`src/rtl/siso_pkg.sv`:
```
// Shared definitions for the serial-out frame controller: FSM state codes
// and the counter-width helper used for bit_idx and the gap counter.
package siso_pkg;

  localparam int STATE_W = 2;

  localparam logic [STATE_W-1:0] ST_IDLE   = 2'd0;
  localparam logic [STATE_W-1:0] ST_SHIFT  = 2'd1;
  localparam logic [STATE_W-1:0] ST_PARITY = 2'd2;
  localparam logic [STATE_W-1:0] ST_GAP    = 2'd3;

  typedef enum logic [STATE_W-1:0] {
    IDLE   = ST_IDLE,
    SHIFT  = ST_SHIFT,
    PARITY = ST_PARITY,
    GAP    = ST_GAP
  } state_t;

  // Width needed to count 0..n-1, never narrower than one bit.
  function automatic int cnt_w(input int n);
    return (n < 2) ? 1 : $clog2(n);
  endfunction

endpackage

```
`src/rtl/siso_frame_ctrl_if.sv`:
```
// Producer handshake plus serial-side status of the frame controller.
// master = word producer, slave = siso_frame_ctrl.
interface siso_frame_ctrl_if
  import siso_pkg::*;
#(
  parameter int DATA_W = 8
) ();

  logic [DATA_W-1:0]        in_data;
  logic                     in_valid;
  logic                     in_ready;
  logic                     serial_out;
  logic                     frame_active;
  logic                     frame_done;
  logic [cnt_w(DATA_W)-1:0] bit_idx;

  modport master (
    output in_data, in_valid,
    input  in_ready, serial_out, frame_active, frame_done, bit_idx
  );

  modport slave (
    input  in_data, in_valid,
    output in_ready, serial_out, frame_active, frame_done, bit_idx
  );

endinterface

```
`src/rtl/siso_load_shift.sv`:
```
// Parallel-load, MSB-first shift register; zeros enter at the LSB.
module siso_load_shift #(
  parameter int DATA_W = 8
) (
  input  logic              clk,
  input  logic              reset,
  input  logic              load,
  input  logic              shift,
  input  logic [DATA_W-1:0] load_data,
  output logic              msb
);

  logic [DATA_W-1:0] sreg_q, sreg_d;

  always_comb begin
    sreg_d = sreg_q;
    if (load) begin
      sreg_d = load_data;
    end else if (shift) begin
      sreg_d = {sreg_q[DATA_W-2:0], 1'b0};
    end
  end

  always_ff @(posedge clk or negedge reset) begin
    if (!reset) begin
      sreg_q <= '0;
    end else begin
      sreg_q <= sreg_d;
    end
  end

  assign msb = sreg_q[DATA_W-1];

endmodule

```
`src/rtl/siso_frame_ctrl.sv`:
```
// Frame controller: accepts words, serializes them MSB-first and enforces an
// idle gap between frames. Define SISO_FRAME_PARITY_EN to append a parity bit.
module siso_frame_ctrl
  import siso_pkg::*;
#(
  parameter int DATA_W     = 8,
  parameter int GAP_CYCLES = 1
) (
  input logic              clk,
  input logic              reset,
  siso_frame_ctrl_if.slave bus
);

  localparam int BIT_W = cnt_w(DATA_W);
  localparam int GAP_W = cnt_w(GAP_CYCLES);
  localparam logic [BIT_W-1:0] BIT_MAX  = BIT_W'(DATA_W - 1);
  localparam logic [GAP_W-1:0] GAP_LOAD = GAP_W'((GAP_CYCLES > 0) ? GAP_CYCLES - 1 : 0);

  state_t            state_q, state_d;
  logic              in_ready_q, in_ready_d;
  logic              serial_out_q, serial_out_d;
  logic              frame_active_q, frame_active_d;
  logic              frame_done_q, frame_done_d;
  logic [BIT_W-1:0]  bit_cnt_q, bit_cnt_d;
  logic [GAP_W-1:0]  gap_cnt_q, gap_cnt_d;
  logic              load_en, shift_en, end_frame, next_bit;
  logic [DATA_W-1:0] load_word;
`ifdef SISO_FRAME_PARITY_EN
  logic              parity_q, parity_d;
`endif

  // The MSB goes straight to serial_out on accept, so the register holds
  // the remaining bits pre-shifted and its MSB is always the next bit due.
  assign load_word = {bus.in_data[DATA_W-2:0], 1'b0};

  siso_load_shift #(.DATA_W(DATA_W)) u_shift (
    .clk       (clk),
    .reset     (reset),
    .load      (load_en),
    .shift     (shift_en),
    .load_data (load_word),
    .msb       (next_bit)
  );

  always_comb begin
    state_d        = state_q;
    in_ready_d     = in_ready_q;
    serial_out_d   = 1'b0;
    frame_active_d = 1'b0;
    frame_done_d   = 1'b0;
    bit_cnt_d      = bit_cnt_q;
    gap_cnt_d      = gap_cnt_q;
    load_en        = 1'b0;
    shift_en       = 1'b0;
    end_frame      = 1'b0;
`ifdef SISO_FRAME_PARITY_EN
    parity_d       = parity_q;
`endif
    case (state_q)
      IDLE: begin
        if (!in_ready_q) begin
          in_ready_d = 1'b1;
        end else if (bus.in_valid) begin
          load_en        = 1'b1;
          in_ready_d     = 1'b0;
          state_d        = SHIFT;
          serial_out_d   = bus.in_data[DATA_W-1];
          frame_active_d = 1'b1;
          bit_cnt_d      = BIT_MAX;
`ifdef SISO_FRAME_PARITY_EN
          parity_d       = ^bus.in_data;
`endif
        end
      end
      SHIFT: begin
        shift_en = 1'b1;
        if (bit_cnt_q != '0) begin
          serial_out_d   = next_bit;
          frame_active_d = 1'b1;
          bit_cnt_d      = bit_cnt_q - BIT_W'(1);
        end else begin
`ifdef SISO_FRAME_PARITY_EN
          state_d        = PARITY;
          serial_out_d   = parity_q;
          frame_active_d = 1'b1;
`else
          end_frame      = 1'b1;
`endif
        end
      end
`ifdef SISO_FRAME_PARITY_EN
      PARITY: begin
        end_frame = 1'b1;
      end
`endif
      GAP: begin
        if (gap_cnt_q == '0) begin
          state_d    = IDLE;
          in_ready_d = 1'b1;
        end else begin
          gap_cnt_d = gap_cnt_q - GAP_W'(1);
        end
      end
      default: begin
        state_d    = IDLE;
        in_ready_d = 1'b0;
      end
    endcase

    // With no gap configured the controller is ready again in the done cycle.
    if (end_frame) begin
      frame_done_d = 1'b1;
      if (GAP_CYCLES > 0) begin
        state_d   = GAP;
        gap_cnt_d = GAP_LOAD;
      end else begin
        state_d    = IDLE;
        in_ready_d = 1'b1;
      end
    end
  end

  always_ff @(posedge clk or negedge reset) begin
    if (!reset) begin
      state_q        <= IDLE;
      in_ready_q     <= 1'b0;
      serial_out_q   <= 1'b0;
      frame_active_q <= 1'b0;
      frame_done_q   <= 1'b0;
      bit_cnt_q      <= '0;
      gap_cnt_q      <= '0;
    end else begin
      state_q        <= state_d;
      in_ready_q     <= in_ready_d;
      serial_out_q   <= serial_out_d;
      frame_active_q <= frame_active_d;
      frame_done_q   <= frame_done_d;
      bit_cnt_q      <= bit_cnt_d;
      gap_cnt_q      <= gap_cnt_d;
    end
  end

`ifdef SISO_FRAME_PARITY_EN
  always_ff @(posedge clk or negedge reset) begin
    if (!reset) begin
      parity_q <= 1'b0;
    end else begin
      parity_q <= parity_d;
    end
  end
`endif

  assign bus.in_ready     = in_ready_q;
  assign bus.serial_out   = serial_out_q;
  assign bus.frame_active = frame_active_q;
  assign bus.frame_done   = frame_done_q;
  assign bus.bit_idx      = bit_cnt_q;

endmodule

```
`src/flat_wrapper.sv`:
```
// flat-port wrapper written by rule: the top's interface ports become plain ports
module siso_frame_ctrl_flat import siso_pkg::*;
#(
  parameter int DATA_W     = 8,
  parameter int GAP_CYCLES = 1
)
  (clk, reset, bus_in_data, bus_in_valid, bus_in_ready, bus_serial_out, bus_frame_active, bus_frame_done, bus_bit_idx);
  siso_frame_ctrl_if #(.DATA_W(DATA_W)) bus_i ();
  input logic clk;
  input logic reset;
  input wire logic [$bits(bus_i.in_data)-1:0] bus_in_data;
  input wire logic [$bits(bus_i.in_valid)-1:0] bus_in_valid;
  output wire logic [$bits(bus_i.in_ready)-1:0] bus_in_ready;
  output wire logic [$bits(bus_i.serial_out)-1:0] bus_serial_out;
  output wire logic [$bits(bus_i.frame_active)-1:0] bus_frame_active;
  output wire logic [$bits(bus_i.frame_done)-1:0] bus_frame_done;
  output wire logic [$bits(bus_i.bit_idx)-1:0] bus_bit_idx;
  assign bus_i.in_data = bus_in_data;
  assign bus_i.in_valid = bus_in_valid;
  assign bus_in_ready = bus_i.in_ready;
  assign bus_serial_out = bus_i.serial_out;
  assign bus_frame_active = bus_i.frame_active;
  assign bus_frame_done = bus_i.frame_done;
  assign bus_bit_idx = bus_i.bit_idx;
  siso_frame_ctrl #(.DATA_W(DATA_W), .GAP_CYCLES(GAP_CYCLES)) u_core (.clk(clk), .reset(reset), .bus(bus_i));
endmodule
```
`config.mk`:
```
export PLATFORM = sky130hd
export DESIGN_NAME = siso_frame_ctrl_flat
export DESIGN_NICKNAME = d
export VERILOG_FILES = /design/src/rtl/siso_pkg.sv /design/src/rtl/siso_frame_ctrl_if.sv /design/src/rtl/siso_load_shift.sv /design/src/rtl/siso_frame_ctrl.sv /design/src/flat_wrapper.sv
export SDC_FILE = /design/constraint.sdc
export NUM_CORES = 1
export LEC_CHECK = 0
export ABC_CLOCK_PERIOD_IN_PS = 1700
export CAP_MARGIN = 20
export CORE_MARGIN = 3
export CORE_UTILIZATION = 59
export CTS_CLUSTER_DIAMETER = 40
export DETAILED_ROUTE_END_ITERATION = 7
export DONT_BUFFER_PORTS = 1
export PLACE_DENSITY = 0.87
export SYNTH_ARGS = -nofsm -noshare
export SYNTH_HDL_FRONTEND = slang
export SYNTH_SLANG_ARGS = --single-unit
```
`constraint.sdc`:
```
create_clock -name clk -period 1.7 [get_ports clk]
set_input_delay 0.34 -clock clk [delete_from_list [all_inputs] [get_ports clk]]
set_output_delay 0.34 -clock clk [all_outputs]
set_load 0.005 [all_outputs]
```
==> out/qor.yml, run 1 <==
yosys_warnings: 0
diodes: 0
numCtsBuffers: 3
crit_path_end_kind: "flop"
post_drt_via_cell_ratio: 6.137
leakage_uw: 0.0004375
crit_chain: "inv_1 -> ha_1 -> a21boi_4 -> or4_4 -> o211ai_2"
grt_pass1_wl_um: 2697
yosysSeqAreaShare_pct: 46.58
power_density_nw_per_um2: 1720
synth-edff-count: 0
cts_tree: "done"
track_usage_pct: 19.83
hold_ws_ns: 0.1625
slowest_delay_ns: 0.48
vias: 626
slew_viol_final: 0
drtIter0Drc: 5
path_max_fanout: 6
initial_utilization_pct: 64.45
seq_area_um2: 400.4
dp_slack_ns: 0.1366
synth_ff_type: "dfrtp_1"
rsz0062_at_grt: "no"
hpwl_um: 1136
dieArea_um2: 1951
ys_types: 27
cts_root_buffer: "clkbuf_4"
ys_ff_latch: 16
rows: 13
finalSetupViolCount: 0
drtPass1Iterations: 4
routed_wl_um: 1567
antenna_found_initial: 0
async_flop_share_pct: 100.0
grt_overflow: 0
die_height_um: 44.17
cts.sinks: 16
timing.final.ws_setup_ns: 0.09398
syn-mean-instance-area_um2: 10.36
synth_area_um2: 859.6
min_period_over_period_pct: 94.47
postLayoutCoreUtil_pct: 69.61
ir_drop_v: 0.001090
startpoint_type: "flop"
nNetsFinal: 105
area_growth_syn_to_layout_pct: 8.006
synthCells: 83
clk_pin_slew_worst_paths_ns: 0.09
htreeDepth: 1
wl_per_cell_um: 15.36
cts_max_path_buffers: 2
clock_latency_ns: 0.29
drc: 0
grt_max_degree: 17
min_path_type: "in2reg"
critPathKind: "reg2reg"
core_um2: 1334
fillerInstances: 102
setup_tns_ns: 0
port_buffers: 0
grt_pass1_vias: 617
fp.dieW_um: 44.17
syn_nets: 100
multi_input_area_um2: 421.7
critical-path-slowest-cell: "or4_4"
status: "complete, no violations"
drtAntennaViolNets: 0
crit_required_ns: 1.92
final.min_clock_period_ns: 1.606
finalHoldViolCount: 0
crit_arrival_ns: 1.82
fin_skew_ns: 0.0007791
max_freq_mhz: 622.7
drive_gt1_share_pct: 16.09
io_pins: 18
cap_violations: 0
slew_headroom_pct: 51.70
gp_congestion: 0.8295
tightestPinTransition_ns: 0.7221
## synthesized netlist by cell type, types with 2 or more instances
cell | instances | area, um^2
o22a_1 | 2 | 17.52
nand2b_1 | 2 | 12.51
ha_1 | 6 | 75.07
a21oi_1 | 2 | 10.01
nand3_1 | 3 | 15.01
dfrtp_1 | 16 | 400.4
mux2i_1 | 6 | 60.06
inv_1 | 5 | 18.77
o21ai_0 | 8 | 40.04
nor2_1 | 3 | 11.26
buf_2 | 2 | 10.01
o221a_2 | 2 | 22.52
nand2_1 | 12 | 45.04
## per-layer routing
layer,GRT usage (%),vias to the layer above,routed length [um]
li1,-,296,-
met3,5.285,5,74
met4,16.87,0,45
met1,22.66,312,669
met5,0,-,0
met2,30.52,13,778
## worst max-delay path: cells and delay by family, from the launching register on
kind	cells	cell delay, ns
adders and majority gates	1	0.27
AOI/OAI and AO/OA	2	0.26
buffers and inverters	1	0.09
and+or+nand+nor	1	0.48
DFF	1	0.43
## cells in the final DEF, fill, tap and decap left out, types with 3 or more instances in the layout
master    instances
o21ai_0           8
nand2_1          12
nor2_1            3
nand3_1           3
ha_1              5
dfrtp_1          16
buf_4             3
clkbuf_4          3
inv_1             5
mux2i_1           6
## cell families (layout without fill, tap and decap cells)
group | count (synthesis) | after routing | synth area share, %
simple gates | 26 | 26 | 15.28
compound gates | 20 | 20 | 17.76
flops | 16 | 16 | 46.58
buf+inv | 9 | 13 | 4.658
fa+ha+maj | 6 | 6 | 8.733
mux | 6 | 6 | 6.987
## sequential cells by signal, summed over array words and instances, names as in the netlist
| register | count |
|---|---|
| u_core.bus.bit_idx | 3 |
| u_core.bus.frame_active | 1 |
| u_core.bus.frame_done | 1 |
| u_core.bus.in_ready | 1 |
| u_core.bus.serial_out | 1 |
| u_core.state_q | 2 |
| u_core.u_shift.sreg_q | 7 |
## final cells by class
cell class | instances | area share [%]
multi-input combinational | 58 | 45.42
sequential | 16 | 43.13
clock buffer | 4 | 3.908
timing repair buffer | 4 | 3.504
inverter | 5 | 2.022
tap | 15 | 2.022
## power breakdown
| part | switching, uW | internal, uW | leakage, uW | total (uW) |
|---|---|---|---|---|
| combinational | 360 | 340 | 0.000214 | 700 |
| sequential | 119 | 523 | 0.000203 | 642 |
| clock | 123 | 131 | 0.0000210 | 254 |
| total | 603 | 993 | 0.000438 | 1600 |
## timing repair
| action | 4_1_cts | 5_1_grt |
|---|---|---|
| hold buffers | 1 | 0 |
| gates resized for setup | 0 | 1 |
| setup endpoints to repair | 0 | 1 |
| buffers inserted | 0 | 0 |
| endpoints found under the hold margin | 16 | 0 |
## stage by stage
| step | instances | cell area [um^2] | power (uW) |
|---|---|---|---|
| after floorplan | 83 | 859.6 | 1178 |
| after global placement | 97 | 879.6 | 1292 |
| after detailed placement | 97 | 879.6 | 1334 |
| after CTS | 102 | 925.9 | 1596 |
| after global routing | 102 | 928.4 | 1733 |
| final | 102 | 928.4 | 1597 |
## worst paths after layout
path / start / to / slack, ns / depth (start not counted)
max: u_core.state_q[0]$_DFFE_PN0P_ / u_core.bus.bit_idx[2]$_DFFE_PN0P_ / 0.09 / 5
max reg2reg: u_core.state_q[0]$_DFFE_PN0P_ / u_core.bus.bit_idx[2]$_DFFE_PN0P_ / 0.09 / 5
min reg2reg: u_core.u_shift.sreg_q[7]$_DFFE_PN0P_ / u_core.bus.serial_out$_DFF_PN0_ / 0.55 / 1
min in group asynchronous: reset / u_core.bus.bit_idx[2]$_DFFE_PN0P_ / 0.54 / 1
max in group asynchronous: reset / u_core.bus.serial_out$_DFF_PN0_ / 0.71 / 1
min: bus_in_data[2] / u_core.u_shift.sreg_q[3]$_DFFE_PN0P_ / 0.16 / 2
(Power assumes the default switching activity.)
==> run 2, diff against run 1 <==
Settings changed: CELL_PAD_IN_SITES_DETAIL_PLACEMENT set to 0, CELL_PAD_IN_SITES_GLOBAL_PLACEMENT set to 1, CORE_UTILIZATION 59 to 46.
==> run 2 against run 1 <==
- sequential power is essentially flat
- routed wire length grew 0.19%
- die area grew 24%
- core utilization shrank 12 points
- fmax grew 1.1%
- worst hold slack gained 0.0012 ns
- largest cell class unchanged
- largest power group unchanged
==> out/qor.yml, run 2 (synthesis gave the netlist of run 1 again) <==
layout_commonest_cell: "dfrtp_1"
cts_tree: "done"
min_period_over_period_pct: 93.46
timing.final.ws_setup_ns: 0.1112
critical-path-slowest-cell: "or4_4"
cts.sinks: 16
grt_overflow: 0
crit_chain: "inv_1 -> ha_1 -> a21boi_4 -> or4_4 -> o211ai_2"
dp_slack_ns: 0.1456
rsz0062_at_grt: "no"
status: "complete, no violations"
fin_skew_ns: 0.005991
leakage_uw: 0.0004375
final.min_clock_period_ns: 1.589
grt_max_degree: 17
area_growth_syn_to_layout_pct: 9.316
critPathKind: "reg2reg"
finalHoldViolCount: 0
die_height_um: 49.23
core_um2: 1629
power_density_nw_per_um2: 1696
min_path_type: "in2reg"
wl_per_cell_um: 14.14
numCtsBuffers: 3
clk_pin_slew_worst_paths_ns: 0.10
crit_required_ns: 1.92
cts_max_path_buffers: 2
slowest_delay_ns: 0.49
dieArea_um2: 2423
fp.dieW_um: 49.23
startpoint_type: "flop"
rows: 14
initial_utilization_pct: 52.76
drtAntennaViolNets: 0
drtIter0Drc: 13
top_register: "u_core.u_shift.sreg_q"
crit_arrival_ns: 1.81
drtPass1Iterations: 4
postLayoutCoreUtil_pct: 57.68
antenna_found_initial: 0
post_drt_via_cell_ratio: 5.405
nNetsFinal: 105
cap_violations: 0
tightestPinTransition_ns: 0.6938
crit_path_end_kind: "flop"
slew_headroom_pct: 53.59
vias: 600
gp_congestion: 0.8085
ir_drop_v: 0.0009477
io_pins: 18
hpwl_um: 1137
cts_setup_buffers: 0
grt_pass1_wl_um: 2559
setup_tns_ns: 0
largest_reg_flops: 7
port_buffers: 0
final_cell_mix: "16 x dfrtp_1, 12 x nand2_1, 8 x o21ai_0"
slew_viol_final: 0
track_usage_pct: 13.85
drive_gt1_share_pct: 16.09
finalSetupViolCount: 0
drc: 0
path_max_fanout: 6
grt_pass1_vias: 559
htreeDepth: 1
max_freq_mhz: 629.4
clock_latency_ns: 0.29
diodes: 0
routed_wl_um: 1570
cts_root_buffer: "clkbuf_4"
-- run 2: cell counts in the layout (fill, tap and decap cells not counted) --
No cell type changed its count.
-- run 2: worst max-delay path, delay by kind of cell, from the launching register on --
family | cells | cell delay (ns)
and+or+nand+nor | 1 | 0.49
DFF | 1 | 0.42
adders and majority gates | 1 | 0.27
AOI/OAI and AO/OA | 2 | 0.25
buffers and inverters | 1 | 0.09
-- run 2: final timing paths --
path | from | endpoint | slack, ns | cells after the start
max | u_core.state_q[0]$_DFFE_PN0P_ | u_core.bus.bit_idx[2]$_DFFE_PN0P_ | 0.11 | 5
min | bus_in_data[1] | u_core.u_shift.sreg_q[2]$_DFFE_PN0P_ | 0.16 | 2
max reg2reg | u_core.state_q[0]$_DFFE_PN0P_ | u_core.bus.bit_idx[2]$_DFFE_PN0P_ | 0.11 | 5
min reg2reg | u_core.u_shift.sreg_q[7]$_DFFE_PN0P_ | u_core.bus.serial_out$_DFF_PN0_ | 0.56 | 1
max in group asynchronous | reset | u_core.u_shift.sreg_q[7]$_DFFE_PN0P_ | 0.73 | 1
min in group asynchronous | reset | u_core.bus.bit_idx[1]$_DFFE_PN0P_ | 0.52 | 1
-- run 2: final cells by class --
cell class,instances,area [um^2]
fill,150,689.4
multi-input combinational,58,421.7
sequential,16,400.4
clock buffer,4,36.28
timing repair buffer,4,32.53
tap,24,30.03
inverter,5,18.77
-- run 2: what timing repair did --
| item | in CTS | in global routing |
|---|---|---|
| endpoints found under the hold margin | 16 | 0 |
| resized for setup | 0 | 1 |
| hold buffers | 1 | 0 |
| setup endpoints to repair | 0 | 2 |
-- run 2: report_power, final --
group / internal (uW) / switching, uW / leakage (uW)
registers: 523 / 117 / 0.000203
clock network: 131 / 123 / 0.0000210
logic: 342 / 359 / 0.000214
total: 995 / 599 / 0.000438
-- run 2: metal layers --
layer / share of wire, % / track usage, % / wire (um) / vias up
li1: - / - / - / 298
met1: 47 / 18.70 / 731 / 276
met2: 44 / 19.64 / 691 / 24
met3: 8.9 / 7.339 / 139 / 2
met4: 0.45 / 2.370 / 7 / 0
met5: 0 / 0 / 0 / -
-- run 2: per-stage QoR --
stage | hold slack (ns) | power [uW] | area [um^2] | cells
floorplan | 0.04441 | 1178 | 859.6 | 83
global placement | 0.04477 | 1301 | 890.9 | 106
detailed placement | 0.04478 | 1326 | 890.9 | 106
CTS | 0.1529 | 1597 | 937.1 | 111
global route | 0.1662 | 1720 | 939.7 | 111
finish | 0.1637 | 1594 | 939.7 | 111
